[src/rtl/rec_play_ctrl.sv]
// rec_play_ctrl: record/playback sequencer and single-port
// arbiter for the PDM audio capture RAM.
//
// Ports:
//   clk, reset         clock; sync active-low reset
//   rec_req, play_req  one-cycle start pulses
//   stop_req           one-cycle abort pulse
//   loop_en            playback wraps to sample 0 at end
//   sample_valid/in    decimated sample strobe + data
//   ram_addr/we/wdata  registered RAM port controls
//   ram_rdata          RAM data, 1 cycle after ram_addr
//   audio_out/valid    playback sample + update pulse
//   stored_len         samples held in RAM, 0..DEPTH
//   busy               active, or reads still in flight
//   led                progress thermometer
module rec_play_ctrl #(
  parameter int unsigned DEPTH = 131072,
  parameter int unsigned DW = 8,
  parameter logic [DW-1:0] IDLE_LEVEL = 'h80,
  localparam int AW = $clog2(DEPTH)
) (
  input  logic          clk,
  input  logic          reset,
  input  logic          rec_req,
  input  logic          play_req,
  input  logic          stop_req,
  input  logic          loop_en,
  input  logic          sample_valid,
  input  logic [DW-1:0] sample_in,
  output logic [AW-1:0] ram_addr,
  output logic          ram_we,
  output logic [DW-1:0] ram_wdata,
  input  logic [DW-1:0] ram_rdata,
  output logic [DW-1:0] audio_out,
  output logic          audio_valid,
  output logic [AW:0]   stored_len,
  output logic          busy,
  output logic [3:0]    led
);

  localparam int LW = AW + 1;
  localparam logic [AW-1:0] LAST = AW'(DEPTH - 1);

  typedef enum logic [1:0] {
    IDLE = 2'd0,
    REC  = 2'd1,
    PLAY = 2'd2
  } state_t;

  state_t state, state_d;

  logic [AW-1:0] wr_ptr, wr_ptr_d;
  logic [AW-1:0] rd_ptr, rd_ptr_d;
  logic [AW:0]   len_d;
  logic [AW-1:0] addr_d;
  logic [DW-1:0] wdata_d;
  logic          we_d;
  logic          rd_issue;
  logic          rd_p1;
  logic          rd_p2;
  logic          rd_last;
  logic [1:0]    wr_msb;
  logic [1:0]    rd_msb;

  // rd_p1: address on the bus; rd_p2: ram_rdata valid.
  assign busy = (state != IDLE) | rd_p1 | rd_p2;

  assign rd_last =
    ({1'b0, rd_ptr} == stored_len - LW'(1));

  assign wr_msb = wr_ptr[AW-1 -: 2];
  assign rd_msb = rd_ptr[AW-1 -: 2];

  always_ff @(posedge clk) begin
    if (!reset) begin
      state <= IDLE;
    end else begin
      state <= state_d;
    end
  end

  always_comb begin
    state_d  = state;
    wr_ptr_d = wr_ptr;
    rd_ptr_d = rd_ptr;
    len_d    = stored_len;
    addr_d   = ram_addr;
    wdata_d  = ram_wdata;
    we_d     = 1'b0;
    rd_issue = 1'b0;
    unique case (state)
      IDLE: begin
        if (!stop_req && !busy) begin
          if (rec_req) begin
            state_d  = REC;
            wr_ptr_d = '0;
            len_d    = '0;
          end else if (play_req &&
                       stored_len != '0) begin
            state_d  = PLAY;
            rd_ptr_d = '0;
          end
        end
      end
      REC: begin
        if (stop_req) begin
          state_d = IDLE;
        end else if (sample_valid) begin
          we_d     = 1'b1;
          addr_d   = wr_ptr;
          wdata_d  = sample_in;
          wr_ptr_d = wr_ptr + AW'(1);
          // Counting per write makes a stop
          // land on the exact issued count.
          len_d    = stored_len + LW'(1);
          if (wr_ptr == LAST) begin
            state_d = IDLE;
          end
        end
      end
      PLAY: begin
        if (stop_req) begin
          state_d = IDLE;
        end else if (sample_valid) begin
          rd_issue = 1'b1;
          addr_d   = rd_ptr;
          if (rd_last) begin
            rd_ptr_d = '0;
            if (!loop_en) begin
              state_d = IDLE;
            end
          end else begin
            rd_ptr_d = rd_ptr + AW'(1);
          end
        end
      end
      default: begin
        state_d = IDLE;
      end
    endcase
  end

  always_ff @(posedge clk) begin
    if (!reset) begin
      wr_ptr      <= '0;
      rd_ptr      <= '0;
      stored_len  <= '0;
      ram_addr    <= '0;
      ram_we      <= 1'b0;
      ram_wdata   <= '0;
      rd_p1       <= 1'b0;
      rd_p2       <= 1'b0;
      audio_out   <= IDLE_LEVEL;
      audio_valid <= 1'b0;
    end else begin
      wr_ptr      <= wr_ptr_d;
      rd_ptr      <= rd_ptr_d;
      stored_len  <= len_d;
      ram_addr    <= addr_d;
      ram_we      <= we_d;
      ram_wdata   <= wdata_d;
      rd_p1       <= rd_issue;
      rd_p2       <= rd_p1;
      audio_valid <= rd_p2;
      if (rd_p2) begin
        audio_out <= ram_rdata;
      end
    end
  end

  // REC fills upward from bit 0; PLAY drains
  // downward from bit 3 as the read advances.
  always_comb begin
    led = 4'b0000;
    unique case (1'b1)
      (state == REC):
        led = 4'b1111 >> (2'd3 - wr_msb);
      (state == PLAY):
        led = 4'b1111 << rd_msb;
      default:
        led = 4'b0000;
    endcase
  end

endmodule

[config.mk]
export PLATFORM = sky130hd
export DESIGN_NAME = rec_play_ctrl
export DESIGN_NICKNAME = d
export VERILOG_FILES = /design/src/rtl/rec_play_ctrl.sv
export SDC_FILE = /design/constraint.sdc
export NUM_CORES = 1
export LEC_CHECK = 0
export ABC_CLOCK_PERIOD_IN_PS = 8250
export BUFFER_PORTS_ARGS = -buffer_cell sky130_fd_sc_hd__buf_4
export CAP_MARGIN = 40
export CORE_UTILIZATION = 60
export CTS_CLUSTER_DIAMETER = 50
export CTS_CLUSTER_SIZE = 12
export DETAILED_ROUTE_END_ITERATION = 8
export GPL_ROUTABILITY_DRIVEN = 0
export GPL_TIMING_DRIVEN = 1
export PLACE_DENSITY = 0.9
export SETUP_SLACK_MARGIN = 0.5
export SLEW_MARGIN = 10
export SYNTH_ARGS = -nofsm -noshare
export SYNTH_HDL_FRONTEND = slang
export SYNTH_SLANG_ARGS = --single-unit
[constraint.sdc]
create_clock -name clk -period 8.25 [get_ports clk]
set_input_delay 0.4125 -clock clk [delete_from_list [all_inputs] [get_ports clk]]
set_output_delay 0.4125 -clock clk [all_outputs]
set_load 0.05 [all_outputs]
==> impl_table.tex <==
\begin{tabular}{lr}
\hline
Metric & Value \\
\hline
\multicolumn{2}{l}{\textbf{Outcome}} \\
Status & completed \\
\multicolumn{2}{l}{\textbf{Drt}} \\
Per-cell via count in the routed design & 5.89 \\
Iteration count of the initial detailed-routing pass & 4 \\
DRC marker count from the first detailed-route iteration & 298 \\
Post-route antenna net violation count & 0 \\
Total Routed Length & 11.5 mm \\
Per-cell routed wire length & 15.7 um \\
Routed vias & 4,304 \\
Remaining design rule violation count & 0 \\
\multicolumn{2}{l}{\textbf{Worst setup path}} \\
Worst reg-to-reg setup slack & 5.09 ns \\
Max Fanout on Critical Path & 5 \\
CP max stage delay & 0.53 ns \\
Cell mode on critical path & sky130\_fd\_sc\_hd\_\_and3\_1 \\
Signal arrival time at the worst endpoint & 3.44 ns \\
CP Launch Type & register \\
Critical path type & register to register \\
Reg2Reg Depth & 12 \\
Capture point of the critical path & state[0]\$\_SDFFE\_PN0P\_ \\
Worst reg2reg path startpoint & wr\_ptr[7]\$\_SDFFE\_PN0P\_ \\
Kind of end point of the critical path & register \\
CP Cell Sequence & and3\_1 -> and3\_1 -> nand4\_1 -> nor3\_1 -> ha\_1 -> nand2\_1 -> a22oi\_1 -> nor2\_1 -> a2111oi\_0 -> nand3b\_1 -> o31ai\_1 -> mux2i\_1 \\
Worst path slowest cell & sky130\_fd\_sc\_hd\_\_a2111oi\_0 \\
R2r endpoint & state[0]\$\_SDFFE\_PN0P\_ \\
Critical Path Start & wr\_ptr[7]\$\_SDFFE\_PN0P\_ \\
Data required time at the worst endpoint & 8.54 ns \\
\multicolumn{2}{l}{\textbf{Global routing}} \\
Number of antenna violations at the first check in global routing & 0 \\
Global-route wire length before repair & 19.0 mm \\
Fraction of met3 tracks used by global routing & 6.14\% \\
Grt peak-use layer & met2 \\
Maximum number of pins on one net before global-route repair & 47 \\
Met2 Track Usage GR & 50.3\% \\
Met1 usage & 32.9\% \\
Global Route Usage Sum & 27.9\% \\
Total grt overflow & 0 \\
Via count of the first global-routing pass & 4,095 \\
\multicolumn{2}{l}{\textbf{Place}} \\
Detailed-placement wirelength estimate & 8.27 mm \\
I/O Buffers & 80 \\
Pre-CTS setup slack & 5.18 ns \\
\multicolumn{2}{l}{\textbf{Yosys}} \\
Mean instance size in the synthesized netlist & 8.48 um2 \\
Total of flip-flops plus latches after synthesis & 91 \\
Cells after synthesis & 571 \\
Sequential area share after synthesis & 37.6\% \\
Cell taking the most area after synthesis & sky130\_fd\_sc\_hd\_\_dfxtp\_1 \\
Count of synthesis-stage warnings from yosys & 0 \\
Distinct cell type count of the synthesized netlist & 48 \\
Main flop type after synthesis & sky130\_fd\_sc\_hd\_\_dfxtp\_1 \\
Area share of the leading cell type in the synthesized netlist & 37.6\% \\
Count of flip-flops with a built-in enable after synthesis & 0 \\
Async set or reset register ratio after synthesis & 0\% \\
Net count after synthesis & 602 \\
Cell types with the largest area share after synthesis & sky130\_fd\_sc\_hd\_\_dfxtp\_1 (38\%), sky130\_fd\_sc\_hd\_\_xor2\_1 (6.7\%), sky130\_fd\_sc\_hd\_\_mux2i\_1 (6.2\%), sky130\_fd\_sc\_hd\_\_nor2\_1 (5.2\%), sky130\_fd\_sc\_hd\_\_nand2\_1 (4.6\%) \\
Synthesized cell area & 4840 um2 \\
\multicolumn{2}{l}{\textbf{Finish}} \\
Leading cell type in the layout, fill and taps excluded & sky130\_fd\_sc\_hd\_\_dfxtp\_1 \\
Final layout net count & 655 \\
Area growth syn-to-layout & 16.0\% \\
Number of antenna diodes & 0 \\
Layout cell share with drive strength beyond 1 & 17.0\% \\
Footprint of the multi-input gates & 2810 um2 \\
Reg area & 1820 um2 \\
Most frequent cells in the layout & sky130\_fd\_sc\_hd\_\_dfxtp\_1 (91), sky130\_fd\_sc\_hd\_\_buf\_4 (82), sky130\_fd\_sc\_hd\_\_nor2\_1 (67) \\
Filler Cells Inserted & 584 \\
\multicolumn{2}{l}{\textbf{STA}} \\
Final Slew Violations & 0 \\
Final WS setup & 5.09 ns \\
Maximum clock skew at final layout & 0.00783 ns \\
Slew at the pin closest to its max-slew limit & 0.835 ns \\
Tightest slew margin relative to the limit & 44.3\% \\
Shortest clock period the worst path allows after layout & 3.16 ns \\
Final count of negative-setup-slack endpoints & 0 \\
Final period utilization & 38.3\% \\
Max frequency & 317 MHz \\
Sum of negative setup slack & 0 ns \\
Final Hold Fails & 0 \\
Setup repair after global routing missed its margin & false \\
\multicolumn{2}{l}{\textbf{Power and ir drop}} \\
Total power per unit cell area & 166 nW/um2 \\
Leakage power of the design & 0.00244 uW \\
Largest voltage drop on the vdd net & 0.146 mV \\
\multicolumn{2}{l}{\textbf{Clocking}} \\
Clock buffers created by TritonCTS & 9 \\
Clk Latency, worst-skew pair & 0.36 ns \\
Root Buffer & sky130\_fd\_sc\_hd\_\_clkbuf\_8 \\
Post-CTS resize count & 0 \\
Number of hold buffers added after CTS & 0 \\
Clock edge transition at the registers on the reported setup and hold paths & 0.09 ns \\
Maximum root-to-sink buffer count & 2 \\
Sinks on Clock Net & 91 \\
CTS tree & done \\
Setup bufs post-CTS & 0 \\
CTS H-tree depth & 3 \\
\multicolumn{2}{l}{\textbf{Job}} \\
Reported max-cap violation count & 0 \\
\multicolumn{2}{l}{\textbf{Floorplan}} \\
Placeable core region & 7770 um2 \\
Row count & 32 \\
X dimension of the die & 91.8 um \\
Effective utilization at floorplan & 62.3\% \\
Die outline height & 91.8 um \\
IO Pins & 81 \\
Die footprint & 8430 um2 \\
\multicolumn{2}{l}{\textbf{Worst hold path}} \\
Hold/Removal Path Class & primary input to register \\
\hline
\end{tabular}
registers in the layout, indices dropped and copies added (netlist names):
register,cells
rd_p2,1
ram_we,1
ram_addr,17
audio_out,8
rd_p1,1
stored_len,18
wr_ptr,17
ram_wdata,8
audio_valid,1
state,2
rd_ptr,17
worst min-delay path by stage:
| stage | from | end | depth (start not counted) |
|---|---|---|---|
| 6_report | ram_rdata[7] | audio_out[7]$_SDFFE_PN1P_ | 3 |
| 5_1_grt | ram_rdata[7] | audio_out[7]$_SDFFE_PN1P_ | 3 |
| 4_1_cts | ram_rdata[7] | audio_out[7]$_SDFFE_PN1P_ | 3 |
| 3_5_place_dp | ram_wdata[5]$_SDFFE_PN0P_ | ram_wdata[5]$_SDFFE_PN0P_ | 2 |
| 3_3_place_gp | ram_wdata[7]$_SDFFE_PN0P_ | ram_wdata[7]$_SDFFE_PN0P_ | 2 |
| 2_1_floorplan | state[1]$_SDFFE_PN0P_ | state[1]$_SDFFE_PN0P_ | 2 |
layer usage:
metal  vias to the layer above  wire [um]
li1                       2094          -
met1                      2064       4910
met2                       125       5770
met3                        21        589
met4                         0        194
met5                         -          0
logic make-up after synthesis:
family	Yosys count	synth area share, %
compound gates	76	12.5
xor+xnor	59	10.7
fa+ha+maj	8	2.07
buf+inv	52	4.57
flops	91	37.6
mux	30	6.20
simple gates	255	26.3
per-stage QoR:
stage	util (%)	total power, uW	cell area (um2)	hold slack [ns]	std cells
3_5_place_dp	70.1	669	5440	0.459	715
2_1_floorplan	-	613	4840	0.451	571
6_report	72.3	931	5610	0.269	731
5_1_grt	72.3	970	5610	0.274	731
4_1_cts	72.3	934	5610	0.263	731
3_3_place_gp	69.7	660	5410	0.455	713
cell type report:
| type | count | area share (%) |
|---|---|---|
| inverter | 10 | 0.669 |
| multi-input combinational | 428 | 50.1 |
| clock buffer | 11 | 2.34 |
| tap | 102 | 2.27 |
| timing repair buffer | 84 | 11.5 |
| clock inverter | 5 | 0.691 |
| sequential | 91 | 32.4 |
cells in the mapped netlist, drive strengths merged (4+ instances only):
cell type	count
nor3	9
a31oi	4
buf	8
xnor2	22
o31ai	7
or4	4
nand4	16
a21oi	6
clkbuf	34
and3	20
dfxtp	91
and2	6
xor2	37
nand2	59
inv	10
o21ai	9
mux2i	30
or3	6
nand2b	8
a21boi	12
nor2	67
nand3	26
o211a	18
ha	8
nor4	12
nor2b	11
power breakdown:
| part | switching (uW) | total, uW | internal [uW] | leakage, uW |
|---|---|---|---|---|
| registers | 10.8 | 462 | 451 | 0.000734 |
| clock network | 158 | 269 | 111 | 0.0000839 |
| logic | 127 | 200 | 72.5 | 0.00163 |
worst max-delay path: cells and delay by family, from the launching register on:
kind                     cells  cell delay [ns]
AO/OA/AOI/OAI                3             1.13
adder cells (fa/ha/maj)      1             0.19
flip-flops                   1             0.42
multiplexers                 1             0.25
AND/OR/NAND/NOR              7             1.08
Note: power is estimated with default switching activity, not from simulation.
